## src/rtl/smg_scan_ctrl.sv

```systemverilog
// Four-slot seven-segment scan sequencer: accepts an 8-bit value over valid/ready,
// converts it to BCD with a sequential double-dabble, and time-multiplexes the digits.
module smg_scan_ctrl #(
    parameter int CLK_DIV   = 25000,
    parameter int BLANK_CYC = 500
) (
    input  logic       clk_50M,
    input  logic       rst_n,
    input  logic [7:0] val_in,
    input  logic       val_valid,
    output logic       val_ready,
    input  logic       lz_sup,
    input  logic       dp_en,
    input  logic [1:0] dp_sel,
    output logic       busy,
    output logic [3:0] smg_en,
    output logic [3:0] Q,
    output logic       h
);

    localparam int PW = $clog2(CLK_DIV);
    localparam logic [PW-1:0] PRESC_MAX = PW'(CLK_DIV - 1);
    localparam logic [PW-1:0] BLANK_END = PW'(BLANK_CYC);

    typedef enum logic [1:0] {
        ST_IDLE,
        ST_CONV,
        ST_LOAD
    } state_e;

    state_e        state_q, state_d;
    logic [7:0]    bin_q, bin_d;
    logic [11:0]   bcd_q, bcd_d;
    logic [2:0]    cnt_q, cnt_d;
    logic [3:0]    d1_q, d1_d, d2_q, d2_d, d3_q, d3_d;
    logic [PW-1:0] presc_q, presc_d;
    logic [1:0]    slot_q, slot_d;
    logic [3:0]    smg_en_q, smg_en_d;
    logic [3:0]    q_q, q_d;
    logic          h_q, h_d;

    // Double-dabble correction: every nibble >= 5 gets +3 before the shift.
    function automatic logic [11:0] dabble_adj(input logic [11:0] b);
        logic [11:0] r;
        r = b;
        for (int i = 0; i < 3; i++) begin
            if (b[i*4 +: 4] >= 4'd5) r[i*4 +: 4] = b[i*4 +: 4] + 4'd3;
        end
        return r;
    endfunction

    assign val_ready = (state_q == ST_IDLE);
    assign busy      = !val_ready;

    always_comb begin
        // NOTE: every signal gets a default first so no path leaves it unassigned (no latch).
        state_d = state_q;
        bin_d   = bin_q;
        bcd_d   = bcd_q;
        cnt_d   = cnt_q;
        d1_d    = d1_q;
        d2_d    = d2_q;
        d3_d    = d3_q;
        unique case (state_q)
            ST_IDLE: begin
                if (val_valid) begin
                    bin_d   = val_in;
                    bcd_d   = '0;
                    cnt_d   = '0;
                    state_d = ST_CONV;
                end
            end
            ST_CONV: begin
                {bcd_d, bin_d} = {dabble_adj(bcd_q), bin_q} << 1;
                cnt_d          = cnt_q + 3'd1;
                if (cnt_q == 3'd7) state_d = ST_LOAD;
            end
            ST_LOAD: begin
                d1_d    = bcd_q[3:0];
                d2_d    = bcd_q[7:4];
                d3_d    = bcd_q[11:8];
                state_d = ST_IDLE;
            end
            default: state_d = ST_IDLE;
        endcase
    end

    logic       wrap;
    logic       dp_here;
    logic       suppress;
    logic [3:0] digit;

    always_comb begin
        wrap    = (presc_q == PRESC_MAX);
        presc_d = wrap ? '0 : presc_q + 1'b1;
        slot_d  = wrap ? slot_q + 2'd1 : slot_q;

        unique case (slot_q)
            2'd0:    digit = d1_q;
            2'd1:    digit = d2_q;
            2'd2:    digit = d3_q;
            default: digit = 4'd0;
        endcase

        // A slot carrying the decimal point stays lit even if it is a leading zero.
        dp_here  = dp_en && (dp_sel == slot_q);
        suppress = lz_sup && !dp_here &&
                   (((slot_q == 2'd2) && (d3_q == 4'd0)) ||
                    ((slot_q == 2'd1) && (d3_q == 4'd0) && (d2_q == 4'd0)));

        if ((slot_q == 2'd3) || (presc_q < BLANK_END) || suppress) smg_en_d = 4'b0000;
        else                                                        smg_en_d = 4'b1000 >> slot_q;

        q_d = digit;
        h_d = dp_here && (smg_en_d != 4'b0000);
    end

    always_ff @(posedge clk_50M or negedge rst_n) begin
        if (!rst_n) begin
            state_q  <= ST_IDLE;
            bin_q    <= '0;
            bcd_q    <= '0;
            cnt_q    <= '0;
            d1_q     <= '0;
            d2_q     <= '0;
            d3_q     <= '0;
            presc_q  <= '0;
            slot_q   <= '0;
            smg_en_q <= '0;
            q_q      <= '0;
            h_q      <= 1'b0;
        end else begin
            // NOTE: non-blocking so every flop samples the pre-edge value of its neighbours.
            state_q  <= state_d;
            bin_q    <= bin_d;
            bcd_q    <= bcd_d;
            cnt_q    <= cnt_d;
            d1_q     <= d1_d;
            d2_q     <= d2_d;
            d3_q     <= d3_d;
            presc_q  <= presc_d;
            slot_q   <= slot_d;
            smg_en_q <= smg_en_d;
            q_q      <= q_d;
            h_q      <= h_d;
        end
    end

    assign smg_en = smg_en_q;
    assign Q      = q_q;
    assign h      = h_q;

endmodule

```

## config.mk

```make
export PLATFORM = sky130hd
export DESIGN_NAME = smg_scan_ctrl
export DESIGN_NICKNAME = d
export VERILOG_FILES = /design/src/rtl/smg_scan_ctrl.sv
export SDC_FILE = /design/constraint.sdc
export NUM_CORES = 1
export LEC_CHECK = 0
export ABC_AREA = 1
export CAP_MARGIN = 20
export CORE_MARGIN = 2
export CORE_UTILIZATION = 40
export CTS_CLUSTER_SIZE = 10
export DETAILED_ROUTE_END_ITERATION = 6
export HOLD_SLACK_MARGIN = 0.15
export MAX_ROUTING_LAYER = met4
export PLACE_DENSITY_LB_ADDON = 0.25
export SYNTH_ARGS = -nofsm -noshare
export SYNTH_HDL_FRONTEND = slang
export SYNTH_SLANG_ARGS = --single-unit
```

## constraint.sdc

```tcl
create_clock -name clk_50M -period 2.26 [get_ports clk_50M]
set_input_delay 0.452 -clock clk_50M [delete_from_list [all_inputs] [get_ports clk_50M]]
set_output_delay 0.452 -clock clk_50M [all_outputs]
set_load 0.05 [all_outputs]
```

* Yosys cells after proc, flatten, opt, wreduce, memory -nomap -nowiden *
Index checks and enable logic that the tools add are counted.

word-level totals
  output and inout port bits = 11
  memories = 0
  bits in latches = 0
  ROM bits = 0
  logic and storage cells = 68
  register bits after elaboration = 63
  memory bits (writable) = 0

cells by class
  div/mod/pow operators = 0
  bitwise logic cells = 0
  shift operators = 1
  add/sub/neg operators = 6
  reduce and logical (&&, ||, !) cells = 20
  mux-type cells = 15
  equality and inequality tests = 10
  multipliers = 0
  magnitude comparators = 4

operators by type and width
  operator                                                            number
  one-hot mux 12 bit (2 select lines)                                 1
  one-hot mux 8 bit (2 select lines)                                  1
  adder 15 x 1 -> 15 bit (second input constant)                      1
  equality test 15 bit (second input constant)                        1
  < comparator 15 x 9 -> 1 bit (second input constant)                1
  two-way mux 15 bit                                                  1
  greater-or-equal comparator 4 x 3 -> 1 bit (second input constant)  3
  two-way mux 12 bit                                                  1
  two-way mux 4 bit                                                   3
  one-hot mux 4 bit (3 select lines)                                  1
  adder 4 x 2 -> 4 bit (second input constant)                        2
  zero test 4 bit                                                     2
  two-way mux 8 bit                                                   1
  logical AND 1 bit                                                   7
  equality test 2 bit (second input constant)                         3
  two-way mux 3 bit                                                   2
  one-hot mux 3 bit (2 select lines)                                  1
  equality test 2 x 1 -> 1 bit (second input constant)                2
  zero test 2 bit                                                     2
  two-way mux 2 bit                                                   2
  inequality test 2 bit (second input constant)                       2
  one-hot mux 2 bit (2 select lines)                                  1
  AND reduction 2 bit                                                 2
  nonzero test 4 bit                                                  1
  other kinds (9)                                                     12

* Logic depth before layout (Yosys ltp) *
Gate-level depths: netlist of the first run.

  word-level depth = 9
  mapped depth = 9

* Worst setup path before layout of the first run *
OpenSTA, ideal clock, no wires.

  path type = register -> output
  start point = register state_q[0]
  end point = output port busy
  arrival time = 1183 ps
  setup slack = 625 ps
  cell stages (with the launch flop) = 4
  path through = dfrtp_1 buf_4 nor2_4 inv_1

between the ends
  word-level cells in the longest chain between the ends = 2

RTL lines
  element                 line  text
  start, declared         31    state_e state_q, state_d;
  start signal, assigned  134   state_q <= state_d;
  zero test 2 bit         52    assign val_ready = (state_q == ST_IDLE);
  net val_ready           11    output logic val_ready,
  zero test 1 bit         53    assign busy = !val_ready;
  end, declared           15    output logic busy,

The timed path passes the listed nets, and every way through them passes these cells.

* Worst setup path after layout of the first run *
  start point = register smg_en_q[0] (netlist: smg_en[0])
  end point = output port smg_en[0]

RTL lines
  element                 line  text
  start, declared         38    logic [3:0] smg_en_q, smg_en_d;
  start signal, assigned  143   smg_en_q <= smg_en_d;
  end, declared           16    output logic [3:0] smg_en,

No word-level cell between the ends.

==> impl_results.md, run 1 <==
* Nets@finish at 422
* H-tree depth at 3
* Hold Crit Start: presc_q[0]$_DFF_PN0_
* Number of fill cells at 775
* Final HPWL DP at 4090 µm
* Vias at 2,338
* Via density at 4.69
* CTS clk-pin slew, worst paths at 0.05 ns
* Top cell family by delay on the critical path: buffers and inverters
* CORE AREA at 7650 µm²
* Max rail drop VDD at 0.740 mV
* P&R area growth vs syn at 16.6%
* Tightest Pin Transition at 0.603 ns
* Crit share post-route at 84.6%
* Crit-path max FO at 1
* Routed Wire Length at 5710 µm
* Largest area contributor in the netlist: dfrtp_1
* CTS root buf: clkbuf_8
* Synth top area cells: dfrtp_1 51%, nand2_1 7.4%, inv_1 6.9%
* 1st-iter DRT viols at 94
* Leading register cell type out of synthesis: dfrtp_1
* Die area at 8500 µm²
* Starting Density at 40.7%
* Synth Cell Area at 3110 µm²
* Setup Fix Bufs, Post-CTS at 0
* Share of cells above drive strength 1 at 8.59%
* Crit-path cells: clkdlybuf4s50_1
* R2r startpoint: state_q[1]$_DFFE_PN0P_
* Multi-input combinational cell area at 1270 µm²
* Critical Path Start: smg_en[0]$_DFF_PN0_
* Register area at 1580 µm²
* EDFF count, synth at 0
* Ys Warns at 0
* Startpoint types: flip-flop
* MaxCap Viol Count at 0
* Top post-synthesis cells by count: 63 x dfrtp_1, 61 x nand2_1, 57 x inv_1
* Clk_lat worst skew at 0.33 ns
* Slew headroom at 59.7%
* WP depth at 1
* Avg WL per Cell at 11.5 µm
* Pin count of the biggest net entering global routing at 42
* Worst Hold Depth at 1
* Global-route wire length before repair at 10,100 µm
* Data arrival time of the critical path at 1.46 ns
* Cell Pwr Density at 1080 nW/µm²
* Vias in the first global route at 2,248
* Placed insts at 484
* Crit path time final at 1.91 ns
* Die W at 92.2 µm
* Inserted Clock Buffers at 9
* Fin cells at 498
* Post-synthesis sequential area ratio at 50.6%
* Lkg Pwr at 0.00177 µW
* Mean Syn Cell Area at 8.62 µm²
* PortBufs at 25
* Synthesized instance count at 361
* Remaining DRCs at 0
* Total GRT Usage at 15.4%
* CP max stage cell: clkdlybuf4s50_1
* Placer congestion estimate at 0.895
* Outcome: finished, final reports clean
* Die height at 92.2 µm
* Crit path kind: reg2out
* R2R cell count at 5
* Sum of negative setup slack at 0 ns
* Congestion Overflow GR at 0
* Final Hold Fails at 0
* Crit path buf inv count at 1
* Initial antenna violation count at 0
* Count leader, synth: dfrtp_1
* Crit path capture type: primary output
* Top cell type's share of synthesized area at 50.6%
* Final Slew Violations at 0
* Post-route ant nets at 0
* # rows at 32
* Critical Path Max Stage Delay at 0.80 ns
* #FFs+latches synth at 63
* Count of cell types in the netlist at 35
* Setup violators final at 0
* # diodes at 0
* Unrepaired setup endpoints after global routing: false
* IO Pins at 26
* Final Skew at 0.00839 ns
* Worst endpoint required time at 1.81 ns
* Fmax at 523 MHz
* FFs w/ async S/R, synth at 100%
* Clock Sinks at 63
* CTS tree: yes
* Deepest clock path buffer count at 2
* Type of the worst min-delay path: reg2reg
* Post-Syn Nets at 389
* Drt pass-1 iters at 4
per-layer routing:
layer  global-route usage (%)  wire length [µm]  share of wire, %
met1                     19.9              2940                51
met2                     23.0              2430                43
met3                     4.77               258               4.5
met4                     5.72                82               1.4
met5                        -                 0                 0
through the flow:
step           util, %  total power, µW  cell area [µm²]  setup slack, ns  hold WS [ns]
3_5_place_dp      45.3             3150             3470            0.411         0.446
4_1_cts           47.4             3970             3630            0.323         0.454
5_1_grt           47.4             4270             3630            0.297         0.473
2_1_floorplan        -             2790             3110            0.625         0.156
6_report          47.4             3920             3630            0.348         0.452
3_3_place_gp      45.3             3110             3470            0.464         0.443
layout by cell type, fill, tap and decap left out, drive strengths merged, types with 3 or more instances in the layout:
cell / count
nand2: 65
dfrtp: 63
inv: 59
o21ai: 50
nor2: 39
a21oi: 23
clkdlybuf4s50: 22
ha: 13
nand3: 12
clkbuf: 11
xor2: 6
buf: 5
nor3: 4
o211ai: 3
nand4: 3
clkinv: 3
flip-flops by register name, indices dropped and copies added, names as in the netlist:
signal,flops
Q,4
bcd_q,12
bin_q,8
cnt_q,3
d1_q,4
d2_q,4
d3_q,4
h,1
presc_q,15
slot_q,2
smg_en,4
state_q,2
where the power goes:
group	switching, µW	internal (µW)
Clock	389	405
Combinational	945	540
Sequential	176	1460
path summary, 6_finish.rpt:
path	endpoint	slack (ns)
max	smg_en[0]	0.35
min	presc_q[0]$_DFF_PN0_	0.45
max in group asynchronous	bcd_q[1]$_DFFE_PN0P_	1.04
max reg2reg	bcd_q[6]$_DFFE_PN0P_	0.56
min in group asynchronous	presc_q[7]$_DFF_PN0_	0.62
min reg2reg	presc_q[0]$_DFF_PN0_	0.45
logic make-up after synthesis:
group                    after synthesis  synth area share, %
XOR/XNOR                               6                 1.69
adder cells (fa/ha/maj)               13                 5.23
buffers and inverters                 66                 8.56
other                                  1                0.120
AND/OR/NAND/NOR                      126                 18.2
flip-flops                            63                 50.6
AO/OA/AOI/OAI                         86                 15.5
layout make-up:
class / count / area share (%)
tap: 102 / 3.52
inverter: 60 / 6.21
multi-input combinational: 232 / 35.0
timing repair buffer: 28 / 7.66
sequential: 63 / 43.4
clock inverter: 2 / 0.276
clock buffer: 11 / 3.90
what timing repair did:
| action | CTS | global route |
|---|---|---|
| resized for setup | 0 | 0 |
| hold buffers | 1 | 0 |
| endpoints found under the hold margin | 22 | 0 |
Power figures use the tool's default switching activity.
==> inputs of run 2 (changes only) <==
clock period = 1.8 ns   (was 2.26 ns; I/O delays follow)
==> run 2 against run 1 <==
Effect of this change:
- die area is the same
- combinational power is 33% higher
- sequential share of layout area decreased by 0.94 points
- core utilization increased by 1.0 points
- cell count grew 1.0%
- critical endpoint is now busy
- critical path depth up 3
- sequential power is 26% higher
- setup slack worse by 0.24 ns
- first-iteration DRC count increased by 43%
==> impl_results.md, run 2 (synthesis gave the netlist of run 1 again) <==
* Remaining DRCs at 0 (unchanged)
* Max rail drop VDD at 1.12 mV (+52%)
* R2R cell count at 8 (+3)
* Largest registers: presc_q: 15 flops, bcd_q: 12 flops, bin_q: 8 flops
* Data arrival time of the critical path at 1.33 ns (-0.13 ns)
* Nets@finish at 424 (+0.47%)
* Reg2reg setup slack at 0.22 ns (-0.34 ns)
* 1st-iter DRT viols at 134 (+43%)
* Total GRT Usage at 16.3% (+0.87 points)
* PortBufs at 25 (unchanged)
* Setup crit end: busy
* Vias in the first global route at 2,404 (+6.9%)
* MaxCap Viol Count at 0 (unchanged)
* Finished Core Util at 48.5% (+1.0 points)
* Int Pwr at 3360 µW (+40%)
* Avg WL per Cell at 11.8 µm (+2.8%)
* Final Hold Fails at 0 (unchanged)
* Unrepaired setup endpoints after global routing: false
* Crit path capture type: primary output
* Fmax at 591 MHz
* Biggest register: presc_q
* Sequential Power Share at 38.5% (-3.3 points)
* Sum of negative setup slack at 0 ns (unchanged)
* Type of the worst min-delay path: reg2reg
* Via density at 4.75 (+1.1%)
* Die W at 92.2 µm (unchanged)
* Placer congestion estimate at 0.807 (-9.8%)
* Largest register FFs at 15 (unchanged)
* Clock power frac at 24.6% (+4.3 points)
* Leading cell types in the layout, fill and taps excluded: 63 x dfrtp_1, 61 x nand2_1, 57 x inv_1
* Deepest clock path buffer count at 2 (unchanged)
* Slew headroom at 55.5% (-4.2 points)
* Worst endpoint required time at 1.44 ns (-0.37 ns)
* Initial antenna violation count at 0 (unchanged)
* Share of cells above drive strength 1 at 11.7% (+3.1 points)
* Startpoint types: flip-flop
* Tightest Pin Transition at 0.666 ns (+0.0629 ns)
* Crit-path max FO at 10 (+9)
* CTS root buf: clkbuf_8
* P&R area growth vs syn at 19.1%
* Clock Sinks at 63 (unchanged)
* RR Endpoint: bcd_q[6]$_DFFE_PN0P_
* Starting Density at 40.7% (unchanged)
* CTS tree: yes
* Fin cells at 503 (+1.0%)
* CORE AREA at 7650 µm² (unchanged)
* Inserted Clock Buffers at 9 (unchanged)
* Crit path time final at 1.69 ns
* Global-route wire length before repair at 10,700 µm (+5.9%)
* Final instance area at 3710 µm² (+2.2%)
* Cell Pwr Density at 1440 nW/µm² (+33%)
* Sw Ratio at 37.1% (-1.4 points)
* # diodes at 0 (unchanged)
* Placed insts at 486 (+0.41%)
* Post-placement cell area at 3490 µm² (+0.58%)
* Die area at 8500 µm² (unchanged)
* H-tree depth at 3 (unchanged)
* # rows at 32 (unchanged)
* Number of fill cells at 732 (-5.5%)
* Final HPWL DP at 4200 µm (+2.8%)
* Routed Wire Length at 5930 µm (+3.8%)
* Clk_lat worst skew at 0.32 ns (about the same)
* Final Skew at 0.00708 ns (-0.00131 ns)
* Die height at 92.2 µm (unchanged)
* Drt pass-1 iters at 4 (unchanged)
* R2r startpoint: bcd_q[4]$_DFFE_PN0P_
* Most common cell after layout, fill and taps aside: dfrtp_1
* Crit path kind: reg2out
* Critical Path Start: state_q[0]$_DFFE_PN0P_
* Outcome: finished, final reports clean
* Post-route ant nets at 0 (unchanged)
* Setup violators final at 0 (unchanged)
* Pin count of the biggest net entering global routing at 64 (+52%)
* Final Slew Violations at 0 (unchanged)
* Vias at 2,387 (+2.1%)
* CTS clk-pin slew, worst paths at 0.07 ns (+0.02 ns)
* Congestion Overflow GR at 0 (unchanged)
* Psw at 1980 µW (+31%)
* Combinational fraction of design power at 37.0% (-0.9 points)
* Crit share post-route at 94.0%
* Lkg Pwr at 0.00183 µW (+3.3%)
* IO Pins at 26 (unchanged)
[run 2: through the flow]
stage,hold slack [ns],power (µW),worst slack (ns)
finish,0.462,5340,0.109
global route,0.512,5840,0.0300
CTS,0.470,5400,0.0823
detailed placement,0.399,4060,0.175
global placement,0.398,4000,0.258
floorplan,0.0644,3510,0.257
[run 2: cell type report]
type	instances	area (µm²)	share of cell area [%]
clock buffer	10	128	3.44
clock inverter	6	85.1	2.29
inverter	60	225	6.07
sequential	63	1580	42.5
tap	102	128	3.44
timing repair buffer	30	297	8.00
multi-input combinational	232	1270	34.2
[run 2: worst max-delay path, stage by stage, from the launching register on]
cell	delay (ns)
dfrtp_1	0.38
buf_4	0.18
nor2_4	0.20
inv_1	0.10
buf_12	0.15
[run 2: worst min path at each step]
stage,start,end,depth (start not counted)
4_1_cts,presc_q[0]$_DFF_PN0_,presc_q[0]$_DFF_PN0_,1
3_5_place_dp,rst_n,presc_q[7]$_DFF_PN0_,2
5_1_grt,presc_q[0]$_DFF_PN0_,presc_q[0]$_DFF_PN0_,1
2_1_floorplan,rst_n,Q[0]$_DFF_PN0_,0
6_report,presc_q[0]$_DFF_PN0_,presc_q[0]$_DFF_PN0_,1
3_3_place_gp,rst_n,presc_q[7]$_DFF_PN0_,2
[run 2: power groups by stage]
stage / clock, µW / combinational (µW) / sequential, µW
after CTS: 1350 / 1990 / 2060
after global routing: 1420 / 2310 / 2110
after floorplan: 0 / 1370 / 2140
final: 1310 / 1980 / 2060
after detailed placement: 0 / 1980 / 2080
after global placement: 0 / 1930 / 2070
[run 2: timing repair]
item | 4_1_cts | 5_1_grt
setup buffers | 0 | 0
endpoints found under the setup margin | 1 | 0
hold endpoints to repair | 63 | 0
gates resized for setup | 1 | 0
hold buffers | 1 | 0
[run 2: layer usage]
layer	vias up	routed length (µm)	track usage, %
li1	1239	-	-
met1	1107	3050	21.6
met2	37	2660	24.4
met3	4	168	3.29
met4	0	57	7.09
met5	-	0	-
==> inputs of run 3 (changes only) <==
CAP_MARGIN = default   (was 20)
==> results of run 3 <==
No change in the layout: final DEF, timing and power equal those of run 2.
